**src/rtl/exec_core.sv**
```systemverilog
// Register file plus ALU execute stage: single-cycle ALU ops retire at the
// accepting edge, MUL/DIVU/REMU iterate one bit per cycle behind a start/busy/done handshake.
module exec_core #(
  parameter int DATA_WIDTH    = 32,
  parameter int ADDRESS_WIDTH = 5,
  parameter int ALUctrl_WIDTH = 4
) (
  input  logic                     clk,
  input  logic                     rst_n,
  input  logic                     start,
  input  logic [ALUctrl_WIDTH-1:0] ALUctrl,
  input  logic                     ALUsrc,
  input  logic [DATA_WIDTH-1:0]    ImmOp,
  input  logic                     RegWrite,
  input  logic [ADDRESS_WIDTH-1:0] rs1,
  input  logic [ADDRESS_WIDTH-1:0] rs2,
  input  logic [ADDRESS_WIDTH-1:0] rd,
  output logic                     busy,
  output logic                     done,
  output logic                     EQ,
  output logic [DATA_WIDTH-1:0]    a0
);

  localparam int NREG = 1 << ADDRESS_WIDTH;
  localparam int SHW  = $clog2(DATA_WIDTH);

  localparam logic [ALUctrl_WIDTH-1:0] OP_ADD  = ALUctrl_WIDTH'(0);
  localparam logic [ALUctrl_WIDTH-1:0] OP_SUB  = ALUctrl_WIDTH'(1);
  localparam logic [ALUctrl_WIDTH-1:0] OP_AND  = ALUctrl_WIDTH'(2);
  localparam logic [ALUctrl_WIDTH-1:0] OP_OR   = ALUctrl_WIDTH'(3);
  localparam logic [ALUctrl_WIDTH-1:0] OP_XOR  = ALUctrl_WIDTH'(4);
  localparam logic [ALUctrl_WIDTH-1:0] OP_SLL  = ALUctrl_WIDTH'(5);
  localparam logic [ALUctrl_WIDTH-1:0] OP_SRL  = ALUctrl_WIDTH'(6);
  localparam logic [ALUctrl_WIDTH-1:0] OP_SLT  = ALUctrl_WIDTH'(7);
  localparam logic [ALUctrl_WIDTH-1:0] OP_MUL  = ALUctrl_WIDTH'(8);
  localparam logic [ALUctrl_WIDTH-1:0] OP_DIVU = ALUctrl_WIDTH'(9);
  localparam logic [ALUctrl_WIDTH-1:0] OP_REMU = ALUctrl_WIDTH'(10);

  typedef enum logic {IDLE = 1'b0, RUN = 1'b1} state_t;

  state_t                     state, state_nx;
  logic [DATA_WIDTH-1:0]      regs [NREG];
  logic [DATA_WIDTH-1:0]      op1, op2, alu_res;
  logic                       is_multi, is_single;
  logic                       accept_single, accept_multi, last;
  logic [SHW-1:0]             cnt;
  logic                       vld_p1;

  logic [ALUctrl_WIDTH-1:0]   op_p1;
  logic [ADDRESS_WIDTH-1:0]   rd_p1;
  logic                       wr_p1;
  logic [DATA_WIDTH-1:0]      acc_p1, opa_p1, opb_p1;
  logic [DATA_WIDTH-1:0]      acc_nx, opa_nx, opb_nx, mc_res;
  logic [DATA_WIDTH:0]        shifted, diff;

  logic                       wr_en;
  logic [ADDRESS_WIDTH-1:0]   wr_addr;
  logic [DATA_WIDTH-1:0]      wr_data;

  function automatic logic [DATA_WIDTH-1:0] alu_single(
    input logic [ALUctrl_WIDTH-1:0] op,
    input logic [DATA_WIDTH-1:0]    a,
    input logic [DATA_WIDTH-1:0]    b
  );
    logic signed [DATA_WIDTH-1:0] a_s;
    logic signed [DATA_WIDTH-1:0] b_s;
    logic [DATA_WIDTH-1:0]        r;
    a_s = a;
    b_s = b;
    case (op)
      OP_ADD:  r = a + b;
      OP_SUB:  r = a - b;
      OP_AND:  r = a & b;
      OP_OR:   r = a | b;
      OP_XOR:  r = a ^ b;
      OP_SLL:  r = a << b[SHW-1:0];
      OP_SRL:  r = a >> b[SHW-1:0];
      OP_SLT:  r = {{(DATA_WIDTH-1){1'b0}}, (a_s < b_s)};
      default: r = '0;
    endcase
    return r;
  endfunction

  // Operand fetch: x0 is forced to zero regardless of array contents.
  always_comb begin
    op1 = (rs1 == '0) ? '0 : regs[rs1];
    op2 = ALUsrc ? ImmOp : ((rs2 == '0) ? '0 : regs[rs2]);
  end

  assign EQ        = (op1 == op2);
  assign a0        = regs[ADDRESS_WIDTH'(10)];
  assign alu_res   = alu_single(ALUctrl, op1, op2);
  assign is_multi  = (ALUctrl == OP_MUL) || (ALUctrl == OP_DIVU) || (ALUctrl == OP_REMU);
  assign is_single = (ALUctrl <= OP_SLT);
  assign done      = vld_p1;

  // FSM state register
  always_ff @(posedge clk) begin
    if (!rst_n) state <= IDLE;
    else        state <= state_nx;
  end

  // FSM next-state logic
  always_comb begin
    state_nx = state;
    case (state)
      IDLE:    if (start && is_multi) state_nx = RUN;
      RUN:     if (cnt == '0)         state_nx = IDLE;
      default: state_nx = IDLE;
    endcase
  end

  // FSM outputs
  always_comb begin
    busy          = (state == RUN);
    accept_single = (state == IDLE) && start && !is_multi;
    accept_multi  = (state == IDLE) && start && is_multi;
    last          = (state == RUN) && (cnt == '0);
  end

  always_ff @(posedge clk) begin
    if (!rst_n) begin
      cnt    <= '0;
      vld_p1 <= 1'b0;
    end else begin
      vld_p1 <= accept_single || last;
      if (accept_multi)       cnt <= SHW'(DATA_WIDTH - 1);
      else if (state == RUN)  cnt <= cnt - 1'b1;
    end
  end

  // One iteration: shift-add for MUL, restoring step for DIVU/REMU.
  // A zero divisor never fails the trial subtract, giving all-ones quotient
  // and the dividend as remainder without a special case.
  always_comb begin
    acc_nx  = acc_p1;
    opa_nx  = opa_p1;
    opb_nx  = opb_p1;
    shifted = {acc_p1, opa_p1[DATA_WIDTH-1]};
    diff    = shifted - {1'b0, opb_p1};
    if (op_p1 == OP_MUL) begin
      acc_nx = opb_p1[0] ? (acc_p1 + opa_p1) : acc_p1;
      opa_nx = opa_p1 << 1;
      opb_nx = opb_p1 >> 1;
    end else if (!diff[DATA_WIDTH]) begin
      acc_nx = diff[DATA_WIDTH-1:0];
      opa_nx = {opa_p1[DATA_WIDTH-2:0], 1'b1};
    end else begin
      acc_nx = shifted[DATA_WIDTH-1:0];
      opa_nx = {opa_p1[DATA_WIDTH-2:0], 1'b0};
    end
    mc_res = (op_p1 == OP_DIVU) ? opa_nx : acc_nx;
  end

  // Latch stage: operands captured on accept, then iterated each RUN cycle
  always_ff @(posedge clk) begin
    if (accept_multi) begin
      acc_p1 <= '0;
      opa_p1 <= op1;
      opb_p1 <= op2;
      op_p1  <= ALUctrl;
      rd_p1  <= rd;
      wr_p1  <= RegWrite;
    end else if (state == RUN) begin
      acc_p1 <= acc_nx;
      opa_p1 <= opa_nx;
      opb_p1 <= opb_nx;
    end
  end

  // Single write port shared between immediate retire and iterative writeback
  always_comb begin
    wr_en   = 1'b0;
    wr_addr = rd;
    wr_data = alu_res;
    if (last) begin
      wr_en   = wr_p1 && (rd_p1 != '0);
      wr_addr = rd_p1;
      wr_data = mc_res;
    end else if (accept_single && is_single) begin
      wr_en   = RegWrite && (rd != '0);
    end
  end

  always_ff @(posedge clk) begin
    if (!rst_n) begin
      for (int i = 0; i < NREG; i++) regs[i] <= '0;
    end else if (wr_en) begin
      regs[wr_addr] <= wr_data;
    end
  end

endmodule
```
**config.mk**
```make
export PLATFORM = sky130hd
export DESIGN_NAME = exec_core
export DESIGN_NICKNAME = d
export VERILOG_FILES = /design/src/rtl/exec_core.sv
export SDC_FILE = /design/constraint.sdc
export NUM_CORES = 2
export LEC_CHECK = 0
export ABC_CLOCK_PERIOD_IN_PS = 7020
export BUFFER_PORTS_ARGS = -buffer_cell sky130_fd_sc_hd__buf_2
export CAP_MARGIN = 10
export CORE_MARGIN = 2
export CORE_UTILIZATION = 30
export DETAILED_ROUTE_END_ITERATION = 10
export HOLD_SLACK_MARGIN = 0.03
export PLACE_DENSITY = 0.46
export SKIP_LAST_GASP = 1
export SLEW_MARGIN = 20
export SYNTH_ARGS = -nofsm -noshare
export SYNTH_HDL_FRONTEND = slang
export SYNTH_SLANG_ARGS = --single-unit
```
**constraint.sdc**
```tcl
create_clock -name clk -period 7.02 [get_ports clk]
set_clock_uncertainty 0.2 [all_clocks]
set_input_delay 0 -clock clk [delete_from_list [all_inputs] [get_ports clk]]
set_output_delay 0 -clock clk [all_outputs]
set_load 0.1 [all_outputs]
```
Word level (Yosys, flattened, before mapping)
Memory sizes are Yosys's and may differ from the RTL's. Index checks and enable logic that the tools add are counted.

Register bits: 113. Output and inout port bits: 35. RAM bits: 1024. Memory bits (read-only): 0. Latch bits: 0. Logic and storage cells: 89. Bits of input ports: 56. Memories: 1.

Memories: regs (depth 32, bits a word 32, rd ports 3, clocked after memory_dff 0, wr ports 32, line 42) `logic [DATA_WIDTH-1:0] regs [NREG];`.

Shifts and indexed selects: 2. Eq/ne operators: 13. Multiplexer cells: 31. Multiply operators: 0. Magnitude comparators: 2. Reductions and logical operators: 22. $add $sub $neg: 5. Div/mod/pow operators: 0. Bitwise gates (word level): 4.

Operators with widths (count): two-way mux 32 bit (14); one-hot mux 32 bit (8 select lines) (1); adder 32 bit (2); subtractor 33 x 32 -> 33 bit (1); bitwise AND 32 bit (1); == test 32 bit (1); less-than comparator 32 bit (1); OR 32 bit (1); OR reduction 32 bit (1); left shift 32 x 5 -> 32 bit (1); right shift 32 x 5 -> 32 bit (1); subtractor 32 bit (1); XOR 32 bit (1); == test 4 bit, second input constant (5); two-way mux 5 bit (4); == test 4 x 3 -> 1 bit, second input constant (4); logical NOT 5 bit (3); two-way mux 1 bit (11); nonzero test 5 bit (2); == test 4 x 2 -> 1 bit, second input constant (2); logical AND 1 bit (8); subtractor 5 x 1 -> 5 bit, second input constant (1); == test 4 x 1 -> 1 bit, second input constant (1); less-or-equal comparator 4 x 3 -> 1 bit, second input constant (1); 7 further kinds (10).

Logic depth before layout (Yosys ltp)
Depth after elaboration: 13. Depth in mapped cells: 28.

Least setup slack after synthesis
No wires, ideal clock.

Path kind: input-to-output. From: in rs2[0]. To: out EQ. Slack: 0.775 ns. Buffers on the path: 9. Arrival: 6.045 ns. Data required time: 6.820 ns. Stages on the path: 18. Cell sequence: buf_4 > buf_6 > buf_6 > buf_4 > buf_4 > buf_2 > buf_4 > buf_1 > mux4_2 > a221oi_1 > o31ai_1 > ha_1 > clkbuf_1 > nor4_1 > nand2_1 > nor3_1 > nand4_1 > nor3_1.

Word-level cells in the longest chain between the ends: 4. Elaborated cells on any way between the ends: 5. Those cells by class: eq/ne: 1; mux: 2; reduce/logical: 1; memory: 1.

Ends and longest elaborated chain: start: declaration (line 16) `input logic [ADDRESS_WIDTH-1:0] rs2,`; memory read (32 x 32 bit) or logical NOT 5 bit (tied branches); two-way mux 32 bit * (2 in series) (line 87) `op2 = ALUsrc ? ImmOp : ((rs2 == '0) ? '0 : regs[rs2]);`; == test 32 bit * (line 90) `assign EQ = (op1 == op2);`; end: declaration (line 20) `output logic EQ,`.

Every way passes the cells marked *; elsewhere a longest branch is shown, timed or not.

==> results_dict.tcl <==
set metrics [dict create \
    synth_top_family_by_area "multiplexers" \
    cp.required_ns 7.34 \
    worst_slew_margin_rel_pct 22.3 \
    global_route_usage_sum_pct 26.0 \
    post_synth_mux_area_share_pct 19.8 \
    netlist_area_sq_um 70600 \
    antenna_found_initial 12 \
    drt_drc_violations_left 0 \
    hold_violations 0 \
    crit_type "reg2reg" \
    start_util_pct 30.1 \
    preCtsSetupSlack_ns 0.323 \
    drt_iter0_markers 7076 \
    count_of_cell_types_in_the_netlist 104 \
    numPlacedInstances 9232 \
    yosysTopAreaCell "sky130_fd_sc_hd__edfxtp_1" \
    power_density_nw_per_um2 243 \
    cts_tree "done" \
    worstSetupEndpointType "flip-flop" \
    core.rowCount 178 \
    outcome "finished clean" \
    via_count 55944 \
    cts_root_buf "sky130_fd_sc_hd__clkbuf_16" \
    instances_no_fill 9527 \
    final_layout_size_suffix_gt1_share_pct 21.0 \
    timing.max_cap.violations 0 \
    io_pins 91 \
    fin_setup_tns_ns 0 \
    critical_path.max_stage_delay_ns 0.54 \
    synth.top_cells.by_area "sky130_fd_sc_hd__edfxtp_1 (47%), sky130_fd_sc_hd__mux4_2 (14%), sky130_fd_sc_hd__mux2i_1 (5.5%)" \
    synth_cells 6157 \
    grt_overflow_total 0 \
    worst_skew_pair.late_latency_ns 0.82 \
    postSynth.asyncResetShare_pct 0 \
    ant_nets 0 \
    first_global_vias 55215 \
    critical_path_peak_fanout 31 \
    arrival_ns 6.69 \
    clkSinkCount 1137 \
    ys_warn_count 0 \
    synth.avg_cell_area_sq_um 11.5 \
    clock_pin_transition_on_the_worst_setup_and_hold_timing_paths_ns 0.06 \
    core_sq_um 235000 \
    synthesized_area_fraction_occupied_by_xor_and_xnor_cells_pct 0.931 \
    wire_per_inst_um 33.2 \
    gp_congestion 1.00 \
    seq_area_frac_synth_pct 47.8 \
    critical_path.cell_chain "mux4_2, a22oi_1, nand4_1, nand3_1, inv_1, ha_1, nand2b_1, a21oi_1, o31a_1, or2_2, a211oi_1, buf_4, a31oi_1, o31ai_1, buf_4, o31ai_1, xor2_1, a211oi_4, buf_12, nor3_1" \
    max_transition_viols_final 0 \
    critical-path-slowest-cell "sky130_fd_sc_hd__a211oi_1" \
    io_buffers 90 \
    wire_length_of_the_first_global_routing_pass_mm 442 \
    max_slew.worst_pin.slew_ns 1.17 \
    power.ir.vdd_worst_uv 216 \
    setup_viol 0 \
    width_of_the_die_um 489 \
    die_area_sq_um 239000 \
    cts_max_level 4 \
    netlist.area_leader.share_pct 46.7 \
    cts_made_buffers 140 \
    syn_to_final_growth_pct 15.2 \
    number_of_storage_elements_in_the_synthesis_netlist 1137 \
    grt_setup_unrepaired "false" \
    grt_max_degree 65 \
    number_of_flops_mapped_to_enable_cells_by_yosys 1098 \
    adder_cell_area_share_of_the_yosys_netlist_pct 3.06 \
    postCtsResizedCells 0 \
    fmax_ghz 0.157 \
    detailed_routing_iteration_count_for_the_pre_antenna_repair_pass 6 \
    post_synth_and_or_nand_nor_area_fraction_pct 12.8 \
    worst_slack_ns 0.643 \
    core_occupancy_in_the_finished_layout_pct 34.7 \
    place_hpwl_mm 216 \
    cp-start-kind "flip-flop" \
    compound_gate_portion_of_the_synthesized_area_pct 10.9 \
    postSynth.topFlopCell "sky130_fd_sc_hd__edfxtp_1" \
    timing.final.crit_share_pct 90.8 \
    final_period_minus_worst_setup_slack_ns 6.38 \
    cellLeakagePower_nw 28.9 \
    cts.path.max_buffers 3 \
    avgViaCountPerCell 5.87 \
    routed_wl_mm 316 \
    dieHeight_um 489 \
    min_path_type "in2reg" \
    num-nets-final 6497 \
]
## path summary, 6_finish.rpt
| kind | endpoint | slack, ns | startpoint | cells past startpoint |
|---|---|---|---|---|
| hold / removal | opb_p1[28] | 0.09 | ImmOp[28] | 5 |
| hold reg to reg | acc_p1[20] | 0.34 | acc_p1[20] | 2 |
| setup reg to reg | regs[22][31] | 0.64 | regs[10][3] | 20 |
| setup / recovery | regs[22][31] | 0.64 | regs[10][3] | 20 |
## state kept, by name (all words and copies together) (netlist names)
name,count
wr_p1,1
op_p1,4
acc_p1,32
opa_p1,32
regs,1024
cnt,5
opb_p1,32
rd_p1,5
done,1
busy,1
## critical path, delay by kind of cell, from the launching register on
| family | cells | cell delay (ns) |
|---|---|---|
| simple gates | 5 | 1.33 |
| buf+inv | 4 | 0.84 |
| flops | 1 | 0.47 |
| xor+xnor | 1 | 0.18 |
| mux | 1 | 0.52 |
| compound gates | 8 | 2.03 |
| fa+ha+maj | 1 | 0.49 |
## cell families (layout without fill, tap and decap cells)
kind of cell,count (synthesis),count (layout)
buffers and inverters,723,909
adders and majority gates,170,170
DFF,1137,1137
other,1,35
AOI/OAI and AO/OA,1155,1155
and+or+nand+nor,2039,2039
xor gates and xnor gates,75,75
muxes,857,857
## layout by cell type (no fill, tap or decap), types with 44 or more instances in the layout
master | Yosys | layout
sky130_fd_sc_hd__edfxtp_1 | 1098 | 1098
sky130_fd_sc_hd__nor2_1 | 966 | 963
sky130_fd_sc_hd__mux4_2 | 426 | 426
sky130_fd_sc_hd__mux2i_1 | 386 | 386
sky130_fd_sc_hd__nand2_1 | 422 | 359
sky130_fd_sc_hd__buf_4 | 39 | 319
sky130_fd_sc_hd__a21oi_1 | 299 | 293
sky130_fd_sc_hd__nor3_1 | 258 | 254
sky130_fd_sc_hd__o21ai_0 | 218 | 215
sky130_fd_sc_hd__ha_1 | 166 | 166
sky130_fd_sc_hd__inv_1 | 152 | 151
sky130_fd_sc_hd__clkbuf_16 | 0 | 142
sky130_fd_sc_hd__a22oi_1 | 85 | 85
sky130_fd_sc_hd__buf_2 | 133 | 82
sky130_fd_sc_hd__nand4_1 | 67 | 67
sky130_fd_sc_hd__nand3_1 | 67 | 66
sky130_fd_sc_hd__nand2_2 | 0 | 63
sky130_fd_sc_hd__nor2_2 | 60 | 62
sky130_fd_sc_hd__o22a_1 | 62 | 62
sky130_fd_sc_hd__buf_12 | 0 | 54
sky130_fd_sc_hd__xnor2_1 | 51 | 51
sky130_fd_sc_hd__a211oi_1 | 51 | 50
sky130_fd_sc_hd__a221oi_1 | 48 | 48
sky130_fd_sc_hd__dlygate4sd3_1 | 0 | 47
sky130_fd_sc_hd__mux2_2 | 44 | 44
## cell type report
cell class / count / area (sq um)
tap: 3150 / 3940
sequential: 1137 / 33800
fill: 23250 / 153000
clock inverter: 74 / 787
timing repair buffer: 506 / 4410
multi-input combinational: 4328 / 34100
clock buffer: 171 / 3660
inverter: 158 / 603
antenna: 3 / 7.51
## stage by stage
step / hold slack (ns) / total power [mW] / cell area [sq um]
2_1_floorplan: -0.101 / 10.7 / 70700
3_3_place_gp: 0.0157 / 12.6 / 76400
3_5_place_dp: 0.0232 / 12.6 / 76400
4_1_cts: 0.0437 / 19.8 / 81300
5_1_grt: 0.0379 / 20.4 / 81300
6_report: 0.0890 / 19.8 / 81300
## timing repair
| item | CTS | global route |
|---|---|---|
| hold endpoints to repair | 100 | 0 |
| endpoints found under the setup margin | 0 | 0 |
| hold buffers | 47 | 0 |
| buffers inserted | 0 | 0 |
## power breakdown
| group | switching (mW) | internal [mW] |
|---|---|---|
| sequential | 0.170 | 7.69 |
| clock | 3.12 | 4.10 |
| combinational | 3.14 | 1.56 |
| total | 6.42 | 13.4 |
## Yosys cell counts (18+ instances only)
cell type / n
sky130_fd_sc_hd__nor3_1: 258
sky130_fd_sc_hd__a31oi_1: 25
sky130_fd_sc_hd__o21ai_1: 21
sky130_fd_sc_hd__xnor2_1: 51
sky130_fd_sc_hd__a22o_1: 23
sky130_fd_sc_hd__o31ai_1: 36
sky130_fd_sc_hd__nand3_1: 67
sky130_fd_sc_hd__buf_1: 38
sky130_fd_sc_hd__buf_2: 133
sky130_fd_sc_hd__xor2_1: 24
sky130_fd_sc_hd__nand2_1: 422
sky130_fd_sc_hd__mux4_2: 426
sky130_fd_sc_hd__edfxtp_1: 1098
sky130_fd_sc_hd__a221oi_1: 48
sky130_fd_sc_hd__inv_1: 152
sky130_fd_sc_hd__dfxtp_1: 39
sky130_fd_sc_hd__nor2b_1: 25
sky130_fd_sc_hd__nand4_1: 67
sky130_fd_sc_hd__mux2_2: 44
sky130_fd_sc_hd__and3_1: 18
sky130_fd_sc_hd__o21bai_1: 24
sky130_fd_sc_hd__ha_1: 166
sky130_fd_sc_hd__o211ai_1: 35
sky130_fd_sc_hd__a22oi_1: 85
sky130_fd_sc_hd__o22ai_1: 26
sky130_fd_sc_hd__or3_1: 26
sky130_fd_sc_hd__buf_4: 39
sky130_fd_sc_hd__nand2b_1: 28
sky130_fd_sc_hd__o21ai_0: 218
sky130_fd_sc_hd__a21oi_1: 299
sky130_fd_sc_hd__o22a_1: 62
sky130_fd_sc_hd__mux2i_1: 386
sky130_fd_sc_hd__a21o_1: 39
sky130_fd_sc_hd__a211oi_1: 51
sky130_fd_sc_hd__clkbuf_1: 324
sky130_fd_sc_hd__o221ai_1: 26
sky130_fd_sc_hd__buf_6: 31
sky130_fd_sc_hd__nor2_1: 966
sky130_fd_sc_hd__nor4_1: 19
sky130_fd_sc_hd__o21a_1: 19
sky130_fd_sc_hd__nor2_2: 60
## metal layers
| layer | wire (um) | up-vias | part of all wire, % | GRT usage [%] |
|---|---|---|---|---|
| li1 | - | 23594 | - | - |
| met1 | 134000 | 29192 | 42 | 35.3 |
| met2 | 147000 | 2644 | 47 | 41.9 |
| met3 | 22700 | 512 | 7.2 | 4.35 |
| met4 | 12100 | 2 | 3.8 | 9.14 |
| met5 | 7 | - | 0.0022 | 0 |
Power figures use the tool's default switching activity.
